File: src/rtl/alu_sequencer_pkg.sv
`default_nettype none
// ============================================================================
// Module  : alu_sequencer_pkg
// Brief   : Opcode and state encodings shared by the ALU operation sequencer.
// Revision: 1.0 - initial release
// ============================================================================
package alu_sequencer_pkg;

    localparam logic [1:0] OP_ADD  = 2'b00;
    localparam logic [1:0] OP_SUB  = 2'b01;
    localparam logic [1:0] OP_MUL  = 2'b10;
    localparam logic [1:0] OP_NONE = 2'b11;

    localparam int c_STATE_W = 3;

    localparam logic [c_STATE_W-1:0] S_IDLE      = 3'd0;
    localparam logic [c_STATE_W-1:0] S_ISSUE     = 3'd1;
    localparam logic [c_STATE_W-1:0] S_WAIT_COMB = 3'd2;
    localparam logic [c_STATE_W-1:0] S_WAIT_MUL  = 3'd3;
    localparam logic [c_STATE_W-1:0] S_HOLD      = 3'd4;

    function automatic logic is_legal_op(input logic [1:0] op);
        return op != OP_NONE;
    endfunction

endpackage
`default_nettype wire

File: src/rtl/alu_seq_timer.sv
`default_nettype none
// ============================================================================
// Module  : alu_seq_timer
// Brief   : Saturating WAIT_MUL cycle counter. ALU_SEQ_TIMEOUT_EN widens it to
//           TIMEOUT_CYCLES and enables the timed_out flag.
// Revision: 1.0 - initial release
// ============================================================================
module alu_seq_timer #(
    parameter int MIN_MUL_CYCLES = 2
`ifdef ALU_SEQ_TIMEOUT_EN
    ,
    parameter int TIMEOUT_CYCLES = 64
`endif
) (
    input  logic clk,
    input  logic rst,
    input  logic i_clear,
    input  logic i_enable,
    output logic o_min_reached,
    output logic o_timed_out
);

`ifdef ALU_SEQ_TIMEOUT_EN
    localparam int c_CNT_MAX = (TIMEOUT_CYCLES > MIN_MUL_CYCLES) ? TIMEOUT_CYCLES : MIN_MUL_CYCLES;
`else
    localparam int c_CNT_MAX = MIN_MUL_CYCLES;
`endif
    localparam int c_CNT_W = (c_CNT_MAX < 1) ? 1 : $clog2(c_CNT_MAX + 1);
    localparam logic [c_CNT_W-1:0] c_MIN = c_CNT_W'(MIN_MUL_CYCLES);
    localparam logic [c_CNT_W-1:0] c_MAX = c_CNT_W'(c_CNT_MAX);
    localparam logic [c_CNT_W-1:0] c_ONE = c_CNT_W'(1);

    logic [c_CNT_W-1:0] r_cnt;

    // Saturates so a long multiply never wraps back under the masking window.
    always_ff @(posedge clk) begin
        if (rst || i_clear) begin
            r_cnt <= '0;
        end else if (i_enable && (r_cnt != c_MAX)) begin
            r_cnt <= r_cnt + c_ONE;
        end
    end

    assign o_min_reached = (r_cnt >= c_MIN);

`ifdef ALU_SEQ_TIMEOUT_EN
    localparam logic [c_CNT_W-1:0] c_TMO = c_CNT_W'(TIMEOUT_CYCLES);
    assign o_timed_out = (r_cnt == c_TMO);
`else
    assign o_timed_out = 1'b0;
`endif

endmodule
`default_nettype wire

File: src/rtl/alu_sequencer.sv
`default_nettype none
// ============================================================================
// Module  : alu_sequencer
// Brief   : Start/Busy command sequencer feeding a 4-bit ALU and holding the
//           result until Ack. ALU_SEQ_TIMEOUT_EN adds a multiply timeout.
// Revision: 1.0 - initial release
// ============================================================================
module alu_sequencer
    import alu_sequencer_pkg::*;
#(
    parameter int TIMEOUT_CYCLES = 64,
    parameter int MIN_MUL_CYCLES = 2
) (
    input  logic       Clk,
    input  logic       Rst,
    input  logic       Start,
    input  logic [3:0] OpA,
    input  logic [3:0] OpB,
    input  logic [1:0] Op,
    output logic       Busy,
    output logic [3:0] AluA,
    output logic [3:0] AluB,
    output logic [1:0] AluSelect,
    output logic       AluInit,
    input  logic [7:0] AluSal,
    input  logic       AluCout,
    input  logic       AluDone,
    output logic [7:0] Result,
    output logic       Carry,
    output logic       Valid,
    input  logic       Ack,
    output logic       Err
);

    logic [c_STATE_W-1:0] r_state;
    logic [c_STATE_W-1:0] w_next_state;

    logic [3:0] r_alu_a;
    logic [3:0] r_alu_b;
    logic [1:0] r_alu_sel;
    logic [7:0] r_result;
    logic       r_carry;
    logic       r_err;

    logic w_min_reached;
    logic w_timed_out;
    logic w_in_wait_mul;
    logic w_mul_done;
    logic w_accept;

    assign w_in_wait_mul = (r_state == S_WAIT_MUL);
    assign w_mul_done    = w_in_wait_mul && w_min_reached && AluDone;
    assign w_accept      = (r_state == S_IDLE) && Start;

    alu_seq_timer #(
        .MIN_MUL_CYCLES (MIN_MUL_CYCLES)
`ifdef ALU_SEQ_TIMEOUT_EN
        ,
        .TIMEOUT_CYCLES (TIMEOUT_CYCLES)
`endif
    ) u_timer (
        .clk           (Clk),
        .rst           (Rst),
        .i_clear       (!w_in_wait_mul),
        .i_enable      (w_in_wait_mul),
        .o_min_reached (w_min_reached),
        .o_timed_out   (w_timed_out)
    );

    always_ff @(posedge Clk) begin
        if (Rst) begin
            r_state <= S_IDLE;
        end else begin
            r_state <= w_next_state;
        end
    end

    always_comb begin
        w_next_state = r_state;
        case (r_state)
            S_IDLE: begin
                if (Start) begin
                    w_next_state = is_legal_op(Op) ? S_ISSUE : S_HOLD;
                end
            end
            S_ISSUE: begin
                w_next_state = (r_alu_sel == OP_MUL) ? S_WAIT_MUL : S_WAIT_COMB;
            end
            S_WAIT_COMB: begin
                w_next_state = S_HOLD;
            end
            S_WAIT_MUL: begin
                if (w_mul_done || w_timed_out) begin
                    w_next_state = S_HOLD;
                end
            end
            S_HOLD: begin
                if (Ack) begin
                    w_next_state = S_IDLE;
                end
            end
            default: begin
                w_next_state = S_IDLE;
            end
        endcase
    end

    always_comb begin
        Busy    = (r_state != S_IDLE);
        Valid   = (r_state == S_HOLD);
        AluInit = (r_state == S_ISSUE) && (r_alu_sel == OP_MUL);
    end

    // Operands only move on an accepted Start, so the ALU sees stable inputs
    // for the whole operation and through HOLD.
    always_ff @(posedge Clk) begin
        if (Rst) begin
            r_alu_a   <= '0;
            r_alu_b   <= '0;
            r_alu_sel <= OP_ADD;
            r_result  <= '0;
            r_carry   <= 1'b0;
            r_err     <= 1'b0;
        end else if (w_accept) begin
            r_alu_a   <= OpA;
            r_alu_b   <= OpB;
            r_alu_sel <= Op;
            if (!is_legal_op(Op)) begin
                r_result <= '0;
                r_carry  <= 1'b0;
                r_err    <= 1'b1;
            end
        end else if (r_state == S_WAIT_COMB) begin
            r_result <= AluSal;
            r_carry  <= AluCout;
            r_err    <= 1'b0;
        end else if (w_mul_done) begin
            r_result <= AluSal;
            r_carry  <= 1'b0;
            r_err    <= 1'b0;
        end else if (w_in_wait_mul && w_timed_out) begin
            r_result <= '0;
            r_carry  <= 1'b0;
            r_err    <= 1'b1;
        end
    end

    assign AluA      = r_alu_a;
    assign AluB      = r_alu_b;
    assign AluSelect = r_alu_sel;
    assign Result    = r_result;
    assign Carry     = r_carry;
    assign Err       = r_err;

endmodule
`default_nettype wire

File: config.mk
export PLATFORM = sky130hd
export DESIGN_NAME = alu_sequencer
export DESIGN_NICKNAME = d
export VERILOG_FILES = /design/src/rtl/alu_sequencer_pkg.sv /design/src/rtl/alu_seq_timer.sv /design/src/rtl/alu_sequencer.sv
export SDC_FILE = /design/constraint.sdc
export NUM_CORES = 1
export LEC_CHECK = 0
export BUFFER_PORTS_ARGS = -buffer_cell sky130_fd_sc_hd__buf_2
export CAP_MARGIN = 20
export CORE_UTILIZATION = 45
export CTS_CLUSTER_SIZE = 14
export DETAILED_ROUTE_END_ITERATION = 10
export PLACE_DENSITY = 0.83
export SLEW_MARGIN = 20
export SYNTH_ARGS = -nofsm -noshare
export SYNTH_HDL_FRONTEND = slang
export SYNTH_HIERARCHICAL = 1
export SYNTH_SLANG_ARGS = --single-unit
File: constraint.sdc
create_clock -name Clk -period 2.4 [get_ports Clk]
set_clock_uncertainty 0.2 [all_clocks]
set_input_delay 0.36 -clock Clk [delete_from_list [all_inputs] [get_ports Clk]]
set_output_delay 0.36 -clock Clk [all_outputs]
set_load 0.02 [all_outputs]
# Yosys cells after proc, flatten, opt, wreduce, memory -nomap -nowiden
# Index checks and enable logic that the tools add are counted.
word_totals:
  ff_bits: 25
op_classes:
  eq_ne: 11
  n_reduce_logical: 12
  addsub: 1
  n_lt_le_gt_ge: 1
  mux: 17
ops:
  columns: ["op", "count"]
  rows:
  - ["$mux 8", 4]
  - ["$pmux 3 s5", 1]
  - ["$mux 3", 4]
  - ["$ne 2x2->1 const B", 5]
  - ["$mux 1", 8]
  - ["$eq 3x2->1 const B", 2]
  - ["$reduce_bool 3->1", 2]
  - ["$logic_and 1x1->1", 5]
  - ["$eq 3x1->1 const B", 1]
  - ["$eq 3x3->1 const B", 1]
  - ["$logic_not 3->1", 1]
  - ["$reduce_and 3->1", 1]
  - ["$add 2x1->2 const B", 1]
  - ["$eq 2x2->1 const B", 1]
  - ["$ge 2x2->1 const B", 1]
  - ["$ne 2x1->1 const B", 1]
  - ["$reduce_and 2->1", 1]
  - ["$logic_not 1->1", 1]
  - ["$logic_or 1x1->1", 1]

# Longest topological paths before layout
# Gate-level depths: netlist of the first run.
depth:
  ltp_word: 6
  ltp_mapped: 8
  depth_no_buf: 7

# Modules after synthesis
# Netlist of the first run, hierarchy kept.
by_module_without_submodules:
  columns: ["mod", "instances", "seq_area_each_um2", "area_per_inst_um2", "cells_each"]
  rows:
  - ["alu_sequencer", 1, 460.4, 900.9, 97]
  - ["alu_seq_timer", 1, 40.0, 122.6, 12]

# Worst setup path after synthesis of the first run
# Ideal clock, no wire load.
synth_timing:
  kind: "register -> register"
  from: "reg u_timer.r_cnt[0]"
  to: "reg r_result[0], in the netlist Result[0]"
  setup_slack_ns: 0.517
  path_stages_with_launch: 8
  period_less_slack_ns: 1.883
  required_ns: 2.140
  arrival_time_ns: 1.623
  cell_sequence: "dfxtp_1 -> inv_1 -> ha_1 -> or2_2 -> nand2_1 -> nand3b_1 -> a211oi_4 -> a22o_1"
synth_between:
  elab_chain_len: 5
synth_lines:
  columns: ["item", "line", "rtl"]
  rows:
  - ["start: declaration", "alu_seq_timer.sv:33", "logic [c_CNT_W-1:0] r_cnt;"]
  - ["start signal: assignment", "alu_seq_timer.sv:40", "r_cnt <= r_cnt + c_ONE;"]
  - ["$ge 2x2->1", "alu_seq_timer.sv:44", "assign o_min_reached = (r_cnt >= c_MIN);"]
  - ["named net w_min_reached", "alu_sequencer.sv:45", "logic w_min_reached;"]
  - ["$logic_and 1x1->1 (2 in a row)", "alu_sequencer.sv:52", "assign w_mul_done = w_in_wait_mul && w_min_reached && AluDone;"]
  - ["$reduce_bool 3->1 (no line)", null, null]
  - ["$reduce_and 2->1 (no line)", null, null]
  - ["end signal: assignment", "alu_sequencer.sv:134", "r_result <= AluSal;"]
  - ["end signal: assignment", "alu_sequencer.sv:138", "r_result <= AluSal;"]
  - ["end: declaration", "alu_sequencer.sv:41", "logic [7:0] r_result;"]
# The timed path passes the listed nets, and every way through them passes these cells.
# A chain may end at the register's enable or synchronous reset.

# Worst setup path after layout of the first run
layout_timing:
  from: "reg u_timer.r_cnt[0]"
  to: "reg r_result[3], in the netlist Result[3]"
# The elaborated chain is that of the path after synthesis.

==> results of run 1 <==
==> per-layer routing <==
metal  global-route usage  up-vias  part of all wire
met3              0.06173        2             0.081
met1               0.2367      370              0.49
li1                     -      470                 -
met4              0.02857        0            0.0063
met2               0.3086       38              0.42
met5                    0        -                 0
==> Yosys cell counts, drive strengths merged (2+ instances only) <==
master / count / share of area
dfxtp: 25 / 0.49
a21oi: 15 / 0.073
nand3b: 2 / 0.015
nor4b: 2 / 0.023
inv: 3 / 0.011
a211oi: 2 / 0.032
and2: 3 / 0.018
nand2: 21 / 0.077
nand2b: 2 / 0.012
a22o: 8 / 0.068
nor2b: 3 / 0.026
nor2: 4 / 0.017
buf: 5 / 0.026
==> logic make-up after synthesis <==
kind of cell               count (synthesis)
other                                      1
DFF                                       25
AOI/OAI and AO/OA                         29
and+or+nand+nor                           42
muxes                                      1
buffers and inverters                      9
xor gates and xnor gates                   1
adders and majority gates                  1
==> through the flow <==
stage	cells	setup slack [ns]	total power, mW
floorplan	109	0.5172	0.5722
global placement	177	0.4530	0.6254
detailed placement	177	0.3532	0.6312
CTS	181	0.3224	0.8104
global route	181	0.1740	0.8481
finish	181	0.3223	0.8045
==> state kept, by name, summed over array words and instances, names as in the netlist <==
register and count:
u_timer/r_cnt 2, AluB 4, AluSelect 2, Err 1, r_state 3, Result 8
Carry 1, AluA 4
==> path summary, 6_finish.rpt <==
check                         from        end  slack [ns]  depth (start not counted)
setup / recovery  u_timer/r_cnt[0]  Result[3]        0.32                          7
hold / removal           AluSal[1]  Result[1]        0.06                          2
setup reg to reg  u_timer/r_cnt[0]  Result[3]        0.32                          7
hold reg to reg            AluA[1]    AluA[1]        0.27                          2
==> power groups by stage <==
stage	Combinational [mW]	Sequential [mW]	Clock, mW
after detailed placement	0.165	0.466	0
final	0.164	0.457	0.183
after global placement	0.160	0.465	0
after global routing	0.180	0.460	0.208
after CTS	0.166	0.457	0.188
after floorplan	0.0857	0.486	0
==> area by class of cell <==
| cell class | count | area, um^2 | area share |
|---|---|---|---|
| clock buffers | 3 | 22.52 | 0.01742 |
| clock inverters | 1 | 5.005 | 0.003872 |
| inverters | 3 | 11.26 | 0.008712 |
| multi-input cells | 75 | 481.7 | 0.3727 |
| flip-flops and latches | 25 | 500.5 | 0.3872 |
| well taps | 27 | 33.78 | 0.02614 |
| repair buffers | 47 | 237.7 | 0.1839 |
==> worst reg2reg max path, stage by stage (launching register included) <==
cell      delay (ns)
dfxtp_1         0.37
inv_1           0.05
ha_1            0.22
or2_2           0.28
nand2_1         0.09
nand3b_1        0.17
a211oi_4        0.46
a22o_1          0.20
==> impl_metrics.json, run 1 <==
{
  "syn2layout_area_growth_pct": 26.28,
  "drt_wl_total_um": 2076,
  "synth_fa_ha_area_frac": 0.01222,
  "p_per_area_nw_per_um2": 622.5,
  "track_usage": 0.1860,
  "postSynthAreaPerCell_um2": 9.390,
  "crit_path_start_kind": "register",
  "final_common_cell": "buf_2",
  "mostFrequentLayoutCells": "46 x buf_2, 25 x dfxtp_1, 21 x nand2_1, 15 x a21oi_1, 8 x a22o_1",
  "maxCapViolCount": 0,
  "dpl_cell_area_um2": 1265,
  "dr.first_iter.drc_count": 19,
  "yosys.area_share.simple": 0.2249,
  "yosys_warnings": 6,
  "status": "finished clean",
  "hp-class": "input port to register",
  "path_class": "register to register",
  "setup_viol": 0,
  "yosysSeqAreaShare": 0.4890,
  "ant_nets": 0,
  "final_cell_area_um2": 1292,
  "crit_slowest_cell": "a211oi_4",
  "seq_power_share": 0.568,
  "p_sw_uw": 236.4,
  "comb_power_share": 0.204,
  "numPortBuffers": 46,
  "end_kind": "register",
  "p_clk_frac": 0.228,
  "dieHeight_um": 49.69,
  "finalHoldViolCount": 0,
  "root_buffer": "clkbuf_4",
  "cts_buffer_depth": 2,
  "syn-num-nets": 134,
  "p_int_uw": 568.2,
  "clock.fmax_ghz": 0.4813,
  "post_cts_resize_count": 0,
  "p_leak_nw": 0.6051,
  "cts.sinks": 25,
  "syn_inst": 109,
  "synth_top_family_by_area": "simple AND/OR/NAND/NOR gates",
  "place.gp.congestion": 0.7371,
  "dp_hpwl_um": 1581,
  "synthMuxAreaShare": 0.009780,
  "synth_ff_type": "dfxtp_1",
  "cts_setup_buffers": 0,
  "cpLargestDelayFamily": "compound AO/OA/AOI/OAI gates",
  "dr.pass1.iters": 4,
  "synthXorXnorAreaFrac": 0.008557,
  "worst_pin_slew_ns": 0.5265,
  "cts-hold-fix-buffers": 0,
  "via_per_inst": 4.862,
  "swShare": 0.2938,
  "io_pins": 47,
  "grt_pass1_wl_um": 3588,
  "grt_max_degree": 19,
  "rsz0062_at_grt": "no",
  "ys_types": 33,
  "fin_crit_sh": 0.8657,
  "nets": 180,
  "drc_errors": 0,
  "fin_util": 0.6330,
  "totalNegativeSetupSlack_ns": 0,
  "nFillCells": 185,
  "post_drt_wl_per_cell_um": 11.47,
  "syn_area_um2": 1023,
  "crit_arrival_ns": 2.15,
  "crit_chain": "inv_1 > ha_1 > or2_2 > nand2_1 > nand3b_1 > a211oi_4 > a22o_1",
  "synth-edff-count": 0,
  "die_x_um": 49.69,
  "row_count": 16,
  "slew_violations": 0,
  "async_flop_share": 0,
  "antennaDiodeCount": 0,
  "synth-compound-area-share": 0.2115,
  "cts_tree": "yes",
  "cp_num_buf_inv": 1,
  "drive_gt1_frac": 0.3831,
  "start_util": 0.5012,
  "clk_latency_ns": 0.31,
  "cp_max_fo": 9,
  "grt_antenna_before_repair": 0,
  "core-area_um2": 2042,
  "ir_worst_vdd_mv": 0.4495,
  "cts_buffers": 3,
  "htree_levels": 1,
  "crit_required_ns": 2.47,
  "vias": 880,
  "critical-path-max-stage-delay_ns": 0.45,
  "grt_pass1_vias": 830,
  "cts.clk_slew.worst_paths_ns": 0.14,
  "hold_ws_ns": 0.05533,
  "period_minus_slack_ns": 2.078,
  "yosys_register_bits": 25,
  "max_slew_margin": 0.6483,
  "grt_overflow": 0,
  "dieArea_um2": 2469
}
No activity file was read; power rests on OpenSTA's default activity.
==> run 2, diff against run 1 <==
CORE_UTILIZATION = 47   (was 45)
PLACE_DENSITY = 0.84   (was 0.83)
SYNTH_HIERARCHICAL = default   (was 1)
==> run 2 against run 1 <==
  * Sequential power up 2%
  * Clock power rose by 3%
  * Worst hold slack improved by 0.0061 ns
  * Highest routed layer unchanged
  * Routed wire length up 25%
  * Maximum frequency grew 0.26%
==> impl_metrics.json, run 2 <==
{
  "hp-class": "input port to register",
  "nFillCells": 201,
  "endpoint": "AluInit",
  "synth_ff_type": "dfxtp_1",
  "p_total_uw": 845.5,
  "core-area_um2": 2276,
  "path_class": "register to output pin",
  "numPortBuffers": 46,
  "drc_errors": 0,
  "cts_tree": "yes",
  "async_flop_share": 0,
  "crit_arrival_ns": 1.51,
  "grt_overflow": 0,
  "synth-edff-count": 0,
  "track_usage": 0.2121,
  "setup_viol": 0,
  "via_per_inst": 5.589,
  "antennaDiodeCount": 0,
  "period_minus_slack_ns": 2.072,
  "place.gp.congestion": 0.8213,
  "ant_nets": 0,
  "io_pins": 47,
  "totalNegativeSetupSlack_ns": 0,
  "cts.sinks": 25,
  "syn-num-nets": 152,
  "crit_path_start_kind": "register",
  "synth_common_cells": "25 x dfxtp_1, 21 x nand2_1, 13 x a21oi_1, 13 x inv_1, 9 x o41ai_2",
  "worst_pin_slew_ns": 0.5129,
  "regToRegEndpoint": "r_state[2]",
  "post-place-cells": 193,
  "finalHoldViolCount": 0,
  "max_slew_margin": 0.6580,
  "drt_wl_total_um": 2585,
  "yosysSeqAreaShare": 0.4301,
  "dieHeight_um": 51.76,
  "final_cells": 197,
  "yosys_register_bits": 25,
  "topRoutingLayerUsed": "met4",
  "syn_inst": 127,
  "synthTopCellsByArea": "dfxtp_1 43%, o41ai_2 13%, nand2_1 6.8%",
  "maxCapViolCount": 0,
  "clock.fmax_ghz": 0.4825,
  "synth_most_common_cell": "dfxtp_1",
  "wl_met1_um": 1084,
  "ys_types": 30,
  "cts-hold-fix-buffers": 0,
  "cts.clk_slew.worst_paths_ns": 0.13,
  "vias": 1101,
  "nets": 195,
  "rsz0062_at_grt": "no",
  "grt_pass1_wl_um": 4167,
  "crit_required_ns": 1.84,
  "grt_max_degree": 23,
  "syn2layout_area_growth_pct": 22.04,
  "cts_setup_buffers": 0,
  "grt_antenna_before_repair": 0,
  "hold_ws_ns": 0.06144,
  "grt_pass1_vias": 978,
  "drive_gt1_frac": 0.3669,
  "dr.pass1.iters": 4,
  "p_per_area_nw_per_um2": 595.4,
  "p_leak_nw": 0.6562,
  "syn_area_um2": 1164,
  "end_kind": "output pin",
  "root_buffer": "clkbuf_4",
  "dp_hpwl_um": 1840,
  "startpoint": "r_state[0]",
  "slew_violations": 0,
  "worstReg2RegStart": "u_timer.r_cnt[0]",
  "mostFrequentLayoutCells": "46 x buf_2, 25 x dfxtp_1, 21 x nand2_1, 13 x inv_1, 13 x a21oi_1",
  "largest_reg_flops": 8,
  "multi_input_area_um2": 556.8,
  "clk_latency_ns": 0.32,
  "cts_buffer_depth": 2,
  "seqCellArea_um2": 500.5,
  "synth_top_area_share": 0.4301,
  "synth_area_leader_cell": "dfxtp_1",
  "ir_worst_vdd_mv": 0.5099,
  "r2r_cells": 5,
  "postSynthAreaPerCell_um2": 9.162,
  "post_cts_resize_count": 0,
  "die_x_um": 51.76,
  "cts_buffers": 3,
  "final_common_cell": "buf_2",
  "status": "finished clean",
  "dieArea_um2": 2679,
  "pre_cts_ws_ns": 0.5207,
  "wl_met3_um": 183,
  "row_count": 17,
  "regToRegSetupSlack_ns": 0.49,
  "yosys_warnings": 0,
  "fin_crit_sh": 0.8635,
  "dr.first_iter.drc_count": 12,
  "cp_max_fo": 10,
  "fin_ws_ns": 0.3276,
  "htree_levels": 1,
  "met2WireLength_um": 1287,
  "start_util": 0.5113,
  "post_drt_wl_per_cell_um": 13.12
}
==> run 2: worst max-delay path: stages, from the launching register on <==
cell	delay, ns
dfxtp_1	0.54
nand2_1	0.09
nor4_1	0.32
buf_2	0.24
==> run 2: kinds of logic after synthesis <==
logic type | count (synthesis) | share of synthesized area
simple gates | 39 | 0.1688
flops | 25 | 0.4301
mux | 1 | 0.008602
compound gates | 36 | 0.2828
buf+inv | 24 | 0.09140
fa+ha+maj | 1 | 0.01075
xor+xnor | 1 | 0.007528
==> run 2: worst min path at each step <==
stage	from	to	slack, ns	depth (start not counted)
after global placement	AluA[1]	AluA[1]	0.24	2
final	OpB[0]	AluB[0]	0.06	3
after floorplan	Rst	Result[6]	0.26	1
after detailed placement	AluA[1]	AluA[1]	0.25	2
after global routing	OpB[3]	AluB[3]	0.05	3
after CTS	OpB[0]	AluB[0]	0.05	3
==> run 2: routing by layer <==
| layer | vias to the layer above | GRT usage |
|---|---|---|
| met5 | - | 0 |
| met1 | 520 | 0.2365 |
| met4 | 0 | 0.06757 |
| met3 | 4 | 0.06725 |
| li1 | 535 | - |
| met2 | 42 | 0.3788 |
==> run 2: area by class of cell <==
cell class | count | area share
clock buffers | 4 | 0.01850
inverters | 13 | 0.03436
multi-input cells | 78 | 0.3921
flip-flops and latches | 25 | 0.3524
well taps | 28 | 0.02467
repair buffers | 49 | 0.1780
==> run 2: power by group <==
group	switching, mW	leakage (nW)	internal, mW
clock	0.123	0.0150	0.0651
combinational	0.120	0.437	0.0735
sequential	0.0225	0.204	0.442
==> run 2: per-stage QoR <==
stage / util / instance area (um^2)
floorplan: - / 1164
global placement: 0.6124 / 1394
detailed placement: 0.6124 / 1394
CTS: 0.6240 / 1420
global route: 0.6240 / 1420
finish: 0.6240 / 1420
==> run 3, diff against run 2 <==
clock period = 2.25 ns   (was 2.4 ns; I/O delays follow)
==> run 3 against run 2 <==
  * Utilization down 0.16 points
  * Die area unchanged
  * Highest routed layer unchanged
  * Power up 6.9%
==> impl_metrics.json, run 3 (synthesis results as in run 2) <==
{
  "start_util": 0.5113,
  "largest_reg_flops": 8,
  "ir_worst_vdd_mv": 0.6093,
  "drive_gt1_frac": 0.3690,
  "grt_pass1_wl_um": 4105,
  "maxCapViolCount": 0,
  "vias": 1077,
  "period_minus_slack_ns": 2.040,
  "syn2layout_area_growth_pct": 21.72,
  "nets": 194,
  "finalHoldViolCount": 0,
  "crit_chain": "nand2_1 > nor4_1 > buf_2",
  "path_class": "register to output pin",
  "cts_buffers": 3,
  "drt_wl_total_um": 2553,
  "numPortBuffers": 46,
  "mostFrequentLayoutCells": "46 x buf_2, 25 x dfxtp_1, 21 x nand2_1, 13 x inv_1, 13 x a21oi_1",
  "crit_arrival_ns": 1.50,
  "cts_buffer_depth": 2,
  "grt_overflow": 0,
  "p_leak_nw": 0.6498,
  "p_total_uw": 904.0,
  "place.gp.congestion": 0.7826,
  "critical-path-max-stage-delay_ns": 0.53,
  "dieArea_um2": 2679,
  "via_per_inst": 5.495,
  "nFillCells": 207,
  "core-area_um2": 2276,
  "rsz0062_at_grt": "no",
  "pre_cts_ws_ns": 0.3150,
  "final_cell_area_um2": 1416,
  "post_drt_wl_per_cell_um": 13.03,
  "io_pins": 47,
  "crit_path_start_kind": "register",
  "cp_max_fo": 10,
  "ant_nets": 0,
  "crit_required_ns": 1.71,
  "hp-class": "input port to register",
  "track_usage": 0.2017,
  "htree_levels": 1,
  "grt_pass1_vias": 1038,
  "cts.sinks": 25,
  "fin_ws_ns": 0.2100,
  "dr.pass1.iters": 4,
  "root_buffer": "clkbuf_4",
  "cts.clk_slew.worst_paths_ns": 0.14,
  "dr.first_iter.drc_count": 16,
  "clock.fmax_ghz": 0.4902,
  "dieHeight_um": 51.76,
  "cts-hold-fix-buffers": 0,
  "max_slew_margin": 0.6100,
  "clk_latency_ns": 0.32,
  "setup_viol": 0,
  "hold_start": "OpA[0]",
  "final_common_cell": "buf_2",
  "dpl_cell_area_um2": 1386,
  "fin_crit_sh": 0.9067,
  "cts_tree": "yes",
  "p_per_area_nw_per_um2": 638.2,
  "drc_errors": 0,
  "regToRegSetupSlack_ns": 0.28,
  "row_count": 17,
  "end_kind": "output pin",
  "worst_pin_slew_ns": 0.5850,
  "grt_antenna_before_repair": 0,
  "grt_max_degree": 23,
  "crit_slowest_cell": "dfxtp_1",
  "cts_setup_buffers": 0,
  "dp_hpwl_um": 1885,
  "antennaDiodeCount": 0,
  "die_x_um": 51.76,
  "post_cts_resize_count": 0,
  "status": "finished clean",
  "worstReg2RegStart": "u_timer.r_cnt[0]",
  "startpoint": "r_state[0]",
  "hold_ws_ns": 0.03668,
  "totalNegativeSetupSlack_ns": 0,
  "slew_violations": 0
}
[run 3: cell count changes in the layout (fill, tap and decap cells not counted)]
cell        before  now
buf_4            3    2
clkbuf_1         1    0
clkinvlp_4       0    1
[run 3: critical path, delay by kind of cell (launching register included)]
family	cells	cell delay, ns
and+or+nand+nor	2	0.41
DFF	1	0.53
buffers and inverters	1	0.24
[run 3: per-layer routing]
layer | global-route usage | routed length, um | up-vias
met4 | 0.05856 | 18 | 0
met5 | 0 | 0 | -
met3 | 0.05556 | 132 | 2
li1 | - | - | 537
met2 | 0.3810 | 1295 | 38
met1 | 0.2152 | 1107 | 500
[run 3: power breakdown]
part | total (mW) | internal, mW | switching, mW
sequential | 0.495 | 0.472 | 0.0234
combinational | 0.205 | 0.0772 | 0.127
clock | 0.204 | 0.0679 | 0.136
[run 3: through the flow]
step | std cells | utilization
after floorplan | 127 | -
after CTS | 196 | 0.6223
after global placement | 192 | 0.6091
after detailed placement | 192 | 0.6091
final | 196 | 0.6223
after global routing | 196 | 0.6223
[run 3: cell type report]
type                       instances  area (um^2)  share of cell area
timing repair buffer              48        245.2              0.1731
tap                               28        35.03             0.02473
multi-input combinational         78        556.8              0.3931
sequential                        25        500.5              0.3534
inverter                          13        48.80             0.03445
clock inverter                     1        7.507            0.005300
clock buffer                       3        22.52             0.01590
[run 3: path summary, 6_finish.rpt]
check	to	cells after the start
hold / removal	AluA[0]	3
setup reg to reg	r_state[2]	5
hold reg to reg	AluB[3]	2
setup / recovery	AluInit	3
